[config.mk]
export PLATFORM = sky130hd
export DESIGN_NAME = record_serializer_flat
export DESIGN_NICKNAME = d
export VERILOG_FILES = /design/src/rtl/record_serializer_if.sv /design/src/rtl/record_serializer.sv /design/src/flat_wrapper.sv
export SDC_FILE = /design/constraint.sdc
export NUM_CORES = 1
export LEC_CHECK = 0
export ABC_AREA = 1
export CAP_MARGIN = 20
export CORE_MARGIN = 3
export CORE_UTILIZATION = 40
export DETAILED_ROUTE_END_ITERATION = 7
export PLACE_DENSITY = 0.62
export SYNTH_ARGS = -nofsm -noshare
export SYNTH_HDL_FRONTEND = slang
export SYNTH_SLANG_ARGS = --single-unit
[constraint.sdc]
create_clock -name clk -period 19.65 [get_ports clk]
set_input_delay 1.965 -clock clk [delete_from_list [all_inputs] [get_ports clk]]
set_output_delay 1.965 -clock clk [all_outputs]
set_load 0.02 [all_outputs]
[src/rtl/record_serializer_if.sv]
// Handshake bundle between record producers, the serializer and the word consumer.
// The DUT side is the slave modport; producer/consumer logic uses master.
interface record_serializer_if #(
    parameter int WordSize    = 8,
    parameter int RecordWords = 16
);
    localparam int RecordSizeBits = WordSize * RecordWords;

    logic                      rec_valid;
    logic [RecordSizeBits-1:0] rec_data;
    logic                      rec_ready;
    logic                      word_valid;
    logic [WordSize-1:0]       word_data;
    logic                      word_first;
    logic                      word_last;
    logic                      word_ready;

    modport master (
        output rec_valid, rec_data, word_ready,
        input  rec_ready, word_valid, word_data, word_first, word_last
    );

    modport slave (
        input  rec_valid, rec_data, word_ready,
        output rec_ready, word_valid, word_data, word_first, word_last
    );
endinterface

[src/rtl/record_serializer.sv]
// Buffers whole records and emits them word 0 first, one word per cycle.
// Word layout matches the receive-side record assembler bit for bit.
module record_serializer #(
    parameter  int WordSize       = 8,
    parameter  int RecordWords    = 16,
    parameter  int Depth          = 2,
    localparam int RecordSizeBits = WordSize * RecordWords,
    localparam int LevelBits      = $clog2(Depth) + 1,
    localparam int IdxBits        = $clog2(RecordWords),
    localparam int PtrBits        = (Depth > 1) ? $clog2(Depth) : 1
) (
    input  logic                 clk,
    input  logic                 rst,
    record_serializer_if.slave   bus,
    output logic                 empty,
    output logic [LevelBits-1:0] level,
    output logic [15:0]          sent_count
);

    logic [RecordSizeBits-1:0] mem [Depth];
    logic [PtrBits-1:0]        wr_ptr;
    logic [PtrBits-1:0]        rd_ptr;
    logic [IdxBits-1:0]        word_idx;

    logic push;
    logic pop_word;
    logic pop_rec;
    logic last_idx;

    function automatic logic [PtrBits-1:0] next_ptr(input logic [PtrBits-1:0] p);
        return (p == PtrBits'(Depth - 1)) ? '0 : p + 1'b1;
    endfunction

    // rec_ready looks only at the registered level, so a full buffer never
    // accepts a record in the same cycle as the freeing pop.
    assign bus.rec_ready  = !rst && (level < LevelBits'(Depth));
    assign bus.word_valid = (level != '0);
    assign bus.word_data  = mem[rd_ptr][word_idx*WordSize +: WordSize];
    assign last_idx       = (word_idx == IdxBits'(RecordWords - 1));
    assign bus.word_first = bus.word_valid && (word_idx == '0);
    assign bus.word_last  = bus.word_valid && last_idx;
    assign empty          = (level == '0);

    assign push     = bus.rec_valid && bus.rec_ready;
    assign pop_word = bus.word_valid && bus.word_ready;
    assign pop_rec  = pop_word && last_idx;

    // NOTE: the record array has no reset; contents are only visible once
    // level says they are valid, and leaving it unreset keeps it a plain RAM.
    always_ff @(posedge clk) begin
        if (push) begin
            mem[wr_ptr] <= bus.rec_data;
        end
    end

    // NOTE: all state uses non-blocking assignments so every register samples
    // the pre-edge values of the others, regardless of statement order.
    always_ff @(posedge clk or posedge rst) begin
        if (rst) begin
            wr_ptr     <= '0;
            rd_ptr     <= '0;
            word_idx   <= '0;
            level      <= '0;
            sent_count <= '0;
        end else begin
            if (push) begin
                wr_ptr <= next_ptr(wr_ptr);
            end
            if (pop_word) begin
                word_idx <= pop_rec ? '0 : word_idx + 1'b1;
            end
            if (pop_rec) begin
                rd_ptr     <= next_ptr(rd_ptr);
                sent_count <= sent_count + 16'd1;
            end
            // Simultaneous push and record completion leaves level unchanged.
            case ({push, pop_rec})
                2'b10:   level <= level + 1'b1;
                2'b01:   level <= level - 1'b1;
                default: level <= level;
            endcase
        end
    end

endmodule
[src/flat_wrapper.sv]
// flat-port wrapper written by rule: the top's interface ports become plain ports
module record_serializer_flat 
#(
    parameter  int WordSize       = 8,
    parameter  int RecordWords    = 16,
    parameter  int Depth          = 2,
    localparam int RecordSizeBits = WordSize * RecordWords,
    localparam int LevelBits      = $clog2(Depth) + 1,
    localparam int IdxBits        = $clog2(RecordWords),
    localparam int PtrBits        = (Depth > 1) ? $clog2(Depth) : 1
)
  (clk, rst, empty, level, sent_count, bus_rec_valid, bus_rec_data, bus_word_ready, bus_rec_ready, bus_word_valid, bus_word_data, bus_word_first, bus_word_last);
  record_serializer_if #(.WordSize(WordSize), .RecordWords(RecordWords)) bus_i ();
  input  logic clk;
  input  logic rst;
  output logic empty;
  output logic [LevelBits-1:0] level;
  output logic [15:0] sent_count;
  input wire logic [$bits(bus_i.rec_valid)-1:0] bus_rec_valid;
  input wire logic [$bits(bus_i.rec_data)-1:0] bus_rec_data;
  input wire logic [$bits(bus_i.word_ready)-1:0] bus_word_ready;
  output wire logic [$bits(bus_i.rec_ready)-1:0] bus_rec_ready;
  output wire logic [$bits(bus_i.word_valid)-1:0] bus_word_valid;
  output wire logic [$bits(bus_i.word_data)-1:0] bus_word_data;
  output wire logic [$bits(bus_i.word_first)-1:0] bus_word_first;
  output wire logic [$bits(bus_i.word_last)-1:0] bus_word_last;
  assign bus_i.rec_valid = bus_rec_valid;
  assign bus_i.rec_data = bus_rec_data;
  assign bus_i.word_ready = bus_word_ready;
  assign bus_rec_ready = bus_i.rec_ready;
  assign bus_word_valid = bus_i.word_valid;
  assign bus_word_data = bus_i.word_data;
  assign bus_word_first = bus_i.word_first;
  assign bus_word_last = bus_i.word_last;
  record_serializer #(.WordSize(WordSize), .RecordWords(RecordWords), .Depth(Depth)) u_core (.clk(clk), .rst(rst), .bus(bus_i), .empty(empty), .level(level), .sent_count(sent_count));
endmodule
# After elaboration in Yosys (flattened, before gate mapping)
# Memories as Yosys holds them, arrays and structs flattened.
# Index checks and enable logic that the tools add are counted.
[totals]
reg_bits = 24
n_memories = 1
elab_cells = 34
out_inout_bits = 31
ram_bits = 256
[op_classes]
n_addsub = 6
n_lt_le_gt_ge = 1
reduce_logical = 11
n_eq_ne = 3
shift = 1
n_mux = 6
[mem_list]
columns = ["memory", "depth", "width", "read_ports", "rd_clocked_by_memory_dff", "wr", "line", "text"]
rows = [
  ["u_core.mem", 2, 128, 1, 0, 1, "record_serializer.sv:20", "logic [RecordSizeBits-1:0] mem [Depth];"],
]
[op_table]
columns = ["op", "n"]
rows = [
  ["128-bit by 8-bit indexed part select with 8-bit output", 1],
  ["16-bit by 1-bit adder with 16-bit output, second input constant", 1],
  ["1-bit logical AND", 6],
  ["4-bit by 1-bit adder with 4-bit output, second input constant", 1],
  ["4-bit equality test, second input constant", 1],
  ["4-bit zero test", 1],
  ["1-bit two-way mux", 4],
  ["4-bit two-way mux", 1],
  ["2-bit one-hot mux with 2 select lines", 1],
  ["2-bit nonzero test", 2],
  ["1-bit adder, second input constant", 2],
  ["2-bit by 1-bit adder with 2-bit output, second input constant", 1],
  ["2-bit by 1-bit equality test with 1-bit output, second input constant", 1],
  ["2-bit equality test, second input constant", 1],
  ["2-bit zero test", 1],
  ["2-bit < comparator, second input constant", 1],
  ["2-bit by 1-bit subtractor with 2-bit output, second input constant", 1],
  ["1-bit zero test", 1],
]

# Logic depth before layout (Yosys ltp)
# Gate-level depths: netlist of run 1.
[logic_depth]
ltp_word = 5
depth_mapped = 12
depth_no_buf = 10

# Worst setup path before layout of run 1
# Ideal clock, no wire load.
[synth_timing]
path_kind = "input -> register"
startpoint = "input port rst"
endpoint = "memory u_core.mem[0][0] (netlist bit), enable pin"
required_time_ps = 19033
slack_ps = 11201
n_path_buf = 0
arrival_time_ps = 7831
cell_stages = 3
cell_sequence = "nor2_1 > nand2_1 > nor2_1"
[synth_via]
elab_chain_cells = 5
[synth_rtl]
columns = ["element", "line", "text"]
rows = [
  ["start, declared", "flat_wrapper.sv:15", "input logic rst;"],
  ["1-bit zero test (no line)", "n/a", ""],
  ["1-bit logical AND", "record_serializer.sv:36", "assign bus.rec_ready = !rst && (level < LevelBits'(Depth));"],
  ["1-bit logical AND", "record_serializer.sv:44", "assign push = bus.rec_valid && bus.rec_ready;"],
  ["1-bit two-way mux", "record_serializer.sv:51", "if (push) begin"],
  ["1-bit two-way mux (not written as such)", "record_serializer.sv:52", "mem[wr_ptr] <= bus.rec_data;"],
  ["end, declared", "record_serializer.sv:20", ""],
]
# Every way passes these cells.

# Worst setup path after layout of run 1
[layout_timing]
startpoint = "register u_core.rd_ptr"
endpoint = "output port bus_word_data[3]"
[layout_via]
elab_chain_cells = 2
[layout_rtl]
columns = ["element", "line", "text"]
rows = [
  ["start, declared", "record_serializer.sv:22", "logic [PtrBits-1:0] rd_ptr;"],
  ["start signal, assigned", "record_serializer.sv:73", "rd_ptr <= next_ptr(rd_ptr);"],
  ["memory 2 x 128 bit", "n/a", ""],
  ["128-bit by 8-bit indexed part select with 8-bit output", "record_serializer.sv:38", "assign bus.word_data = mem[rd_ptr][word_idx*WordSize +: WordSize];"],
  ["end, declared", "flat_wrapper.sv:24", "output wire logic [$bits(bus_i.word_data)-1:0] bus_word_data;"],
]
# Every way passes these cells.

==> results of run 1 <==
-- final timing paths --
kind / start / to
min in group asynchronous: rst / u_core.sent_count[3]
min: u_core.sent_count[8] / u_core.sent_count[8]
max: u_core.rd_ptr / bus_word_data[3]
min reg2reg: u_core.sent_count[8] / u_core.sent_count[8]
max in group asynchronous: rst / u_core.rd_ptr
max reg2reg: u_core.word_idx[1] / u_core.word_idx[1]
-- flip-flops by register name, indices dropped and copies added (netlist names) --
| signal | flops |
|---|---|
| u_core.mem | 256 |
| u_core.sent_count | 16 |
| u_core.word_idx | 4 |
| u_core.level | 2 |
| u_core.rd_ptr | 1 |
| u_core.wr_ptr | 1 |
-- cells by family after synthesis --
| group | after synthesis | share of synthesized area (%) |
|---|---|---|
| flip-flops | 280 | 68.2 |
| XOR/XNOR | 17 | 1.23 |
| AND/OR/NAND/NOR | 645 | 22.0 |
| buffers and inverters | 207 | 7.35 |
| adder cells (fa/ha/maj) | 4 | 0.412 |
| AO/OA/AOI/OAI | 19 | 0.803 |
-- placed cells by master (no fill, tap or decap), types with 5 or more instances in the layout --
master           synthesis  final
nand3_1                139    139
nand2_1                448    448
dfrtp_1                 24     22
inv_1                  152    151
clkinv_1                 2     12
buf_4                    6      6
clkbuf_1                 7      6
nor2_4                   3      5
clkbuf_16                0     31
inv_2                    4      5
a21oi_1                  9      9
xor2_1                  13     13
nor2_1                  38     36
o21ai_0                  9      9
edfxtp_1               256    256
clkdlybuf4s50_1          0    162
-- metal layers --
metal | GRT usage, % | wire length (um)
met4 | 3.81 | 555
met3 | 2.79 | 1540
met2 | 27.6 | 13200
met5 | 0 | 0
met1 | 23.8 | 12900
-- power groups by stage --
stage | clock, mW | combinational [mW] | sequential, mW
after floorplan | 0 | 0.463 | 0.779
after global placement | 0 | 0.665 | 0.790
after detailed placement | 0 | 0.671 | 0.792
after CTS | 0.580 | 0.674 | 0.780
after global routing | 0.607 | 0.744 | 0.788
final | 0.566 | 0.666 | 0.780
-- cell type report --
class | instances | area [um2] | share of cell area, %
Sequential cell | 280 | 8290 | 55.0
Multi-Input combinational cell | 685 | 2990 | 19.8
Timing Repair Buffer | 170 | 1710 | 11.3
Clock buffer | 37 | 798 | 5.30
Inverter | 159 | 599 | 3.98
Tap cell | 390 | 488 | 3.24
Clock inverter | 19 | 200 | 1.33
-- metrics by stage --
| stage | std cells | setup WS, ns |
|---|---|---|
| after floorplan | 1172 | 11.20 |
| after global placement | 1683 | 14.17 |
| after detailed placement | 1683 | 14.16 |
| after CTS | 1739 | 13.55 |
| after global routing | 1740 | 13.38 |
| final | 1740 | 13.62 |
==> key figures, run 1 <==
Status
  – Status: complete, no violations

Yosys
  – Yosys warns: 0
  – Synth Cell Area: 12,200 um2
  – Syn_nets: 1,308
  – Synth top area share: 63.3%
  – Seq/Total Area, Yosys: 68.2%
  – Main flop type after synthesis: edfxtp_1
  – Area leader, netlist: edfxtp_1
  – Top area cells in the synthesized netlist: edfxtp_1 63%, nand2_1 14%, nand3_1 5.7%
  – Number of synthesized register bits: 280
  – Synth top cells by count: 448 x nand2_1, 256 x edfxtp_1, 152 x inv_1
  – Netlist cell types: 29
  – Async SR Flop Fraction: 8.57%
  – Most numerous cell in the Yosys netlist: nand2_1
  – Mapped Cells: 1,172
  – Synth Area per Inst: 10.4 um2
  – Number of synthesized flops with an enable pin: 256

Clocking
  – # hold bufs at CTS: 0
  – CTS tree: done
  – H-tree depth: 1
  – Deepest clock path buffer count: 3
  – Worst-path clk slew: 0.06 ns
  – Number of buffers created by CTS: 31
  – Setup Buffers After CTS: 0
  – Cts repair resizes: 0
  – Sink Count: 280
  – Clock root cell: clkbuf_16
  – Worst-Skew Late Latency: 0.56 ns

Floorplanning
  – Initial Util: 40.8%
  – Placement row count: 63
  – Die height: 180 um
  – Core Area: 29,800 um2
  – Die ar.: 32,500 um2
  – Die width: 180 um
  – Ports: 163

Placed design
  – I/O Buffers: 162
  – DP HPWL: 17.4 mm
  – Area post-placement: 14,100 um2
  – Routability cong.: 0.793

Drt
  – TritonRoute pass-1 iters: 5
  – Wire per inst: 16.2 um
  – Post-Route WL: 28.2 mm
  – Via count: 8,310
  – Final ANT Viol Nets: 0
  – Drt drc: 0
  – Vias per cell: 4.78
  – Iter 0 DRT Violations: 563

Layout
  – Final Core Density: 50.6%
  – Layout fillers: 2,664
  – Final Instance Area: 15,100 um2
  – Antenna cell count: 0
  – Share of cells above drive strength 1: 5.11%
  – Nets: 1,463
  – Area delta synth->final: 24.0%

Worst setup path
  – Critical Path RT: 17.68 ns
  – CP Buf/Inv Count: 4
  – Critical path fanouts, max: 71
  – Top cell by count, worst path: nand2_1
  – Slowest cell on crit path: buf_4
  – CP arrival: 4.06 ns
  – Setup Crit Path Kind: register to primary output
  – Worst Setup Start Kind: register
  – FF-to-FF setup slack: 16.84 ns
  – Cell breakdown of the critical path: inv_4 > buf_4 > nand2_1 > nand2_1 > nand2_1 > a21oi_1 > nor2_1 > nand2_1 > nand2_1 > inv_1 > clkdlybuf4s50_1
  – CP delay by family, top: buffers and inverters
  – Crit end category: primary output
  – R2R depth: 4
  – Levels on crit path: 11
  – CP max stage delay: 0.72 ns

Timing
  – Slew Limit Fails: 0
  – RSZ-0062 raised after global routing: false
  – Final worst path period share: 30.7%
  – Skew final: 0.0134 ns
  – Max_slew headroom: 29.3%
  – Final setup viols: 0
  – Minimum clock period: 6.03 ns
  – Worst Hold Margin: 0.517 ns
  – Fin. Hold Viols: 0
  – Slew @ Worst Pin: 1.06 ns
  – Fmax: 0.166 GHz
  – Setup TNS: 0 ns

Pwr
  – Pleak: 6.26 nW
  – Power Total: 2.01 mW
  – Switching power: 721 uW
  – Reg power frac: 38.8%
  – Clock power share: 28.1%
  – Pwr/cell area: 133 nW/um2
  – Worst ir drop on vdd: 99.6 uV
  – Comb pwr share: 33.1%
  – Internal power: 1.29 mW
  – Sw frac: 35.9%

Worst hold path
  – Hold Path Depth: 1
  – Min-Delay Path Class: register to register

Global route
  – Global-route wire length before repair: 43.8 mm
  – Remaining global-route overflow: 0
  – Initial antenna violation count: 0
  – GRT Resource Usage Total: 16.8%
  – Largest net degree at the start of global routing: 129
  – Vias in the first global route: 8,079

Job
  – MaxCap Viol Count: 0
Power figures use the tool's default switching activity.
==> inputs of run 2 (changes only) <==
clock period = 6.27 ns   (was 19.65 ns; I/O delays follow)
==> key figures, run 2 (same netlist as run 1, synthesis figures left out) <==
Worst setup path
  – Cell breakdown of the critical path: inv_4 > buf_4 > nand2_1 > nand2_1 > nand2_1 > nand3_1 > nand3_1 > nand2_1 > nand2_1 > inv_1 > clkdlybuf4s50_1
  – CP arrival: 3.67 ns
  – FF-to-FF setup slack: 3.60 ns
  – CP max stage delay: 0.67 ns
  – Top cell by count, worst path: nand2_1
  – Setup Crit Path Kind: register to primary output
  – Worst Setup Start Kind: register
  – Slowest cell on crit path: inv_4
  – Crit end category: primary output
  – CP Buf/Inv Count: 4
  – Worst setup endpoint: bus_word_data[4]
  – Worst Setup SP: u_core.rd_ptr
  – Worst r2r src: u_core.word_idx[0]
  – Critical path fanouts, max: 82
  – Worst R2R End: u_core.level[1]
  – Levels on crit path: 11
  – R2R depth: 10
  – Critical Path RT: 5.64 ns
  – CP delay by family, top: buffers and inverters

Timing
  – Fin. Hold Viols: 0
  – Max_slew headroom: 27.7%
  – RSZ-0062 raised after global routing: false
  – Fin worst setup slack: 1.97 ns
  – Minimum clock period: 4.30 ns
  – Slew Limit Fails: 0
  – Fmax: 0.233 GHz
  – Final setup viols: 0
  – Slew @ Worst Pin: 1.08 ns
  – Skew final: 0.0107 ns
  – Final worst path period share: 68.6%

Clocking
  – Worst-path clk slew: 0.06 ns
  – Cts repair resizes: 0
  – # hold bufs at CTS: 0
  – Sink Count: 280
  – Setup Buffers After CTS: 0
  – H-tree depth: 1
  – Worst-Skew Late Latency: 0.55 ns
  – Clock root cell: clkbuf_16
  – CTS tree: done
  – Deepest clock path buffer count: 3
  – Number of buffers created by CTS: 31

Drt
  – Final ANT Viol Nets: 0
  – Wire per inst: 16.6 um
  – Via count: 8,335
  – TritonRoute pass-1 iters: 5
  – Post-Route WL: 28.9 mm
  – Drt drc: 0
  – Iter 0 DRT Violations: 655
  – Vias per cell: 4.78

Layout
  – Nets: 1,467
  – Share of cells above drive strength 1: 5.31%
  – Commonest cells after routing, fill and taps aside: 448 x nand2_1, 256 x edfxtp_1, 162 x clkdlybuf4s50_1
  – Reg with most FFs: u_core.mem
  – Max reg flops: 256
  – Antenna cell count: 0
  – Final Instance Area: 15,200 um2
  – Most common cell after layout, fill and taps aside: nand2_1
  – Top Registers: u_core.mem (256), u_core.sent_count (16), u_core.word_idx (4)
  – Final Core Density: 50.9%
  – Area delta synth->final: 24.7%

Global route
  – Largest net degree at the start of global routing: 107
  – GRT Resource Usage Total: 17.2%
  – Remaining global-route overflow: 0
  – Initial antenna violation count: 0
  – Vias in the first global route: 8,072
  – Global-route wire length before repair: 44.6 mm

Floorplanning
  – Die height: 180 um
  – Core Area: 29,800 um2
  – Die ar.: 32,500 um2
  – Placement row count: 63
  – Ports: 163
  – Die width: 180 um
  – Initial Util: 40.8%

Worst hold path
  – Min-Delay Path Class: input port to async pin

Placed design
  – I/O Buffers: 162
  – Place WS: 2.53 ns
  – Routability cong.: 0.788
  – DP HPWL: 18.3 mm
  – Area post-placement: 14,100 um2

Pwr
  – Worst ir drop on vdd: 223 uV
  – Pleak: 6.30 nW
  – Pwr/cell area: 419 nW/um2

Job
  – MaxCap Viol Count: 0

Status
  – Status: complete, no violations
run 2: worst min path at each step:
stage | startpoint | end | slack [ns] | cells past startpoint
after detailed placement | u_core.sent_count[9] | u_core.sent_count[9] | 0.51 | 1
after CTS | u_core.sent_count[9] | u_core.sent_count[9] | 0.52 | 1
after floorplan | u_core.wr_ptr | u_core.wr_ptr | 0.53 | 2
after global routing | rst | u_core.sent_count[0] | 0.38 | 2
final | rst | u_core.sent_count[5] | 0.36 | 2
after global placement | u_core.sent_count[8] | u_core.sent_count[8] | 0.51 | 1
run 2: metal layers:
metal | wire, um | GRT usage (%) | up-vias
met3 | 1670 | 2.83 | 46
met4 | 697 | 4.30 | 0
met5 | 0 | 0 | -
met2 | 13700 | 28.0 | 254
met1 | 12900 | 24.3 | 3933
li1 | - | - | 4102
run 2: worst reg2reg max path, delay by kind of cell (launching register included):
kind	cells	cell delay [ns]
AND/OR/NAND/NOR	3	0.39
buffers and inverters	2	0.82
AO/OA/AOI/OAI	2	0.23
adder cells (fa/ha/maj)	2	0.63
flip-flops	1	0.36
XOR/XNOR	1	0.14
run 2: power by group:
group / total [mW] / switching [mW] / internal [mW]
clock network: 1.80 / 0.696 / 1.11
logic: 2.13 / 1.41 / 0.715
registers: 2.42 / 0.137 / 2.28
run 2: cell type report:
type	count	area, um2
clock buffers	39	806
clock inverters	18	209
fillers	2663	14600
inverters	159	599
multi-input cells	685	2990
flip-flops and latches	280	8290
well taps	390	488
repair buffers	174	1770
run 2: through the flow:
step | std cells | hold WS, ns | power (mW) | TNS (ns)
after floorplan | 1172 | 0.532 | 3.89 | -215.24
after global placement | 1685 | 0.510 | 4.57 | 0
after detailed placement | 1685 | 0.511 | 4.59 | 0
after CTS | 1742 | 0.520 | 6.40 | 0
after global routing | 1745 | 0.379 | 6.74 | 0
final | 1745 | 0.359 | 6.35 | 0
==> inputs of run 3 (changes only) <==
clock period = 4.1 ns   (was 6.27 ns; I/O delays follow)
==> key figures, run 3 (same netlist as run 1, synthesis figures left out) <==
Status
  – Status: complete, no violations

Drt
  – Final ANT Viol Nets: 0
  – Routed wl met2: 13.5 mm
  – Met3 wire len: 1.62 mm
  – Post-Route WL: 28.9 mm
  – Met1 Wirelength: 13.3 mm
  – Wire per inst: 16.6 um
  – Iter 0 DRT Violations: 637
  – Top Metal Used: met4
  – Drt drc: 0
  – TritonRoute pass-1 iters: 5
  – Vias per cell: 4.79
  – Via count: 8,360

Global route
  – GRT Resource Usage Total: 17.2%
  – Initial antenna violation count: 0
  – Vias in the first global route: 8,222
  – Largest net degree at the start of global routing: 133
  – Remaining global-route overflow: 0
  – Global-route wire length before repair: 44.7 mm

Pwr
  – Pwr/cell area: 646 nW/um2
  – Power Total: 9.79 mW
  – Pleak: 6.30 nW
  – Worst ir drop on vdd: 434 uV

Floorplanning
  – Initial Util: 40.8%
  – Ports: 163
  – Placement row count: 63
  – Core Area: 29,800 um2
  – Die height: 180 um
  – Die ar.: 32,500 um2
  – Die width: 180 um

Worst setup path
  – Critical path fanouts, max: 43
  – CP Buf/Inv Count: 4
  – Top cell by count, worst path: nand2_1
  – CP delay by family, top: buffers and inverters
  – Critical Path RT: 3.69 ns
  – Cell breakdown of the critical path: inv_2 > buf_12 > nand3_1 > nand3_1 > nand2_1 > nor2_1 > nand2_1 > nand2_1 > inv_1 > clkdlybuf4s50_1
  – Setup Crit Path Kind: register to primary output
  – Crit end category: primary output
  – CP max stage delay: 0.54 ns
  – Slowest cell on crit path: clkdlybuf4s50_1
  – CP arrival: 3.13 ns
  – Worst Setup Start Kind: register
  – FF-to-FF setup slack: 1.39 ns

Job
  – MaxCap Viol Count: 0

Timing
  – Worst Hold Margin: 0.411 ns
  – Fin. Hold Viols: 0
  – Slew Limit Fails: 0
  – Skew final: 0.0116 ns
  – Final worst path period share: 86.3%
  – Minimum clock period: 3.54 ns
  – Final setup viols: 0
  – RSZ-0062 raised after global routing: false
  – Max_slew headroom: 37.2%
  – Slew @ Worst Pin: 0.941 ns
  – Fmax: 0.283 GHz

Layout
  – Antenna cell count: 0
  – Top Registers: u_core.mem (256), u_core.sent_count (16), u_core.word_idx (4)
  – Share of cells above drive strength 1: 5.47%
  – Layout fillers: 2,673
  – Commonest cells after routing, fill and taps aside: 448 x nand2_1, 256 x edfxtp_1, 162 x clkdlybuf4s50_1
  – Final Instance Area: 15,200 um2
  – Final Core Density: 50.9%
  – Max reg flops: 256
  – Reg with most FFs: u_core.mem
  – Nets: 1,467
  – Most common cell after layout, fill and taps aside: nand2_1
  – Final non-filler cell total: 1,744
  – Area delta synth->final: 24.7%

Clocking
  – H-tree depth: 1
  – CTS tree: done
  – Number of buffers created by CTS: 31
  – Clock root cell: clkbuf_16
  – Sink Count: 280
  – Setup Buffers After CTS: 0
  – Cts repair resizes: 0
  – Deepest clock path buffer count: 3
  – Worst-Skew Late Latency: 0.55 ns
  – # hold bufs at CTS: 0
  – Worst-path clk slew: 0.06 ns

Placed design
  – DP HPWL: 17.9 mm
  – Area post-placement: 14,100 um2
  – I/O Buffers: 162
  – Dpl cells: 1,688
  – Routability cong.: 0.799

Worst hold path
  – Min-Delay Path Class: input port to async pin
## run 3: cell types whose count changed in the layout (fill, tap and decap cells not counted), sizes merged
cell | previous run | this run
clkinvlp | 1 | 0
## run 3: area by class of cell
cell class	instances	area, um2	area share, %
Clock inverter	17	205	1.35
Multi-Input combinational cell	685	2990	19.7
Inverter	159	599	3.96
Timing Repair Buffer	174	1770	11.7
Tap cell	390	488	3.22
Sequential cell	280	8290	54.7
Clock buffer	39	806	5.32
## run 3: routing by layer
metal  track usage, %  vias up
met2             28.2      262
met5                0        -
met3             2.68       36
li1                 -     4104
met1             24.3     3958
met4             4.21        0
## run 3: worst paths after layout
kind,startpoint,to,depth (start not counted)
hold reg to reg,u_core.sent_count[9],u_core.sent_count[9],1
min in group clk,bus_rec_data[118],u_core.mem[1][118],1
max in group asynchronous,rst,u_core.rd_ptr,2
setup / recovery,u_core.word_idx[0],bus_word_data[4],10
setup reg to reg,u_core.word_idx[0],u_core.level[1],10
hold / removal,rst,u_core.sent_count[13],2
## run 3: through the flow
step | setup slack [ns] | TNS [ns]
2_1_floorplan | -0.788 | -201.79
3_3_place_gp | 1.04 | 0
3_5_place_dp | 1.04 | 0
4_1_cts | 0.442 | 0
5_1_grt | 0.382 | 0
6_report | 0.562 | 0
## run 3: report_power, final
part | internal (mW) | switching, mW
clock network | 1.69 | 1.08
logic | 1.12 | 2.27
registers | 3.49 | 0.142
total | 6.30 | 3.49
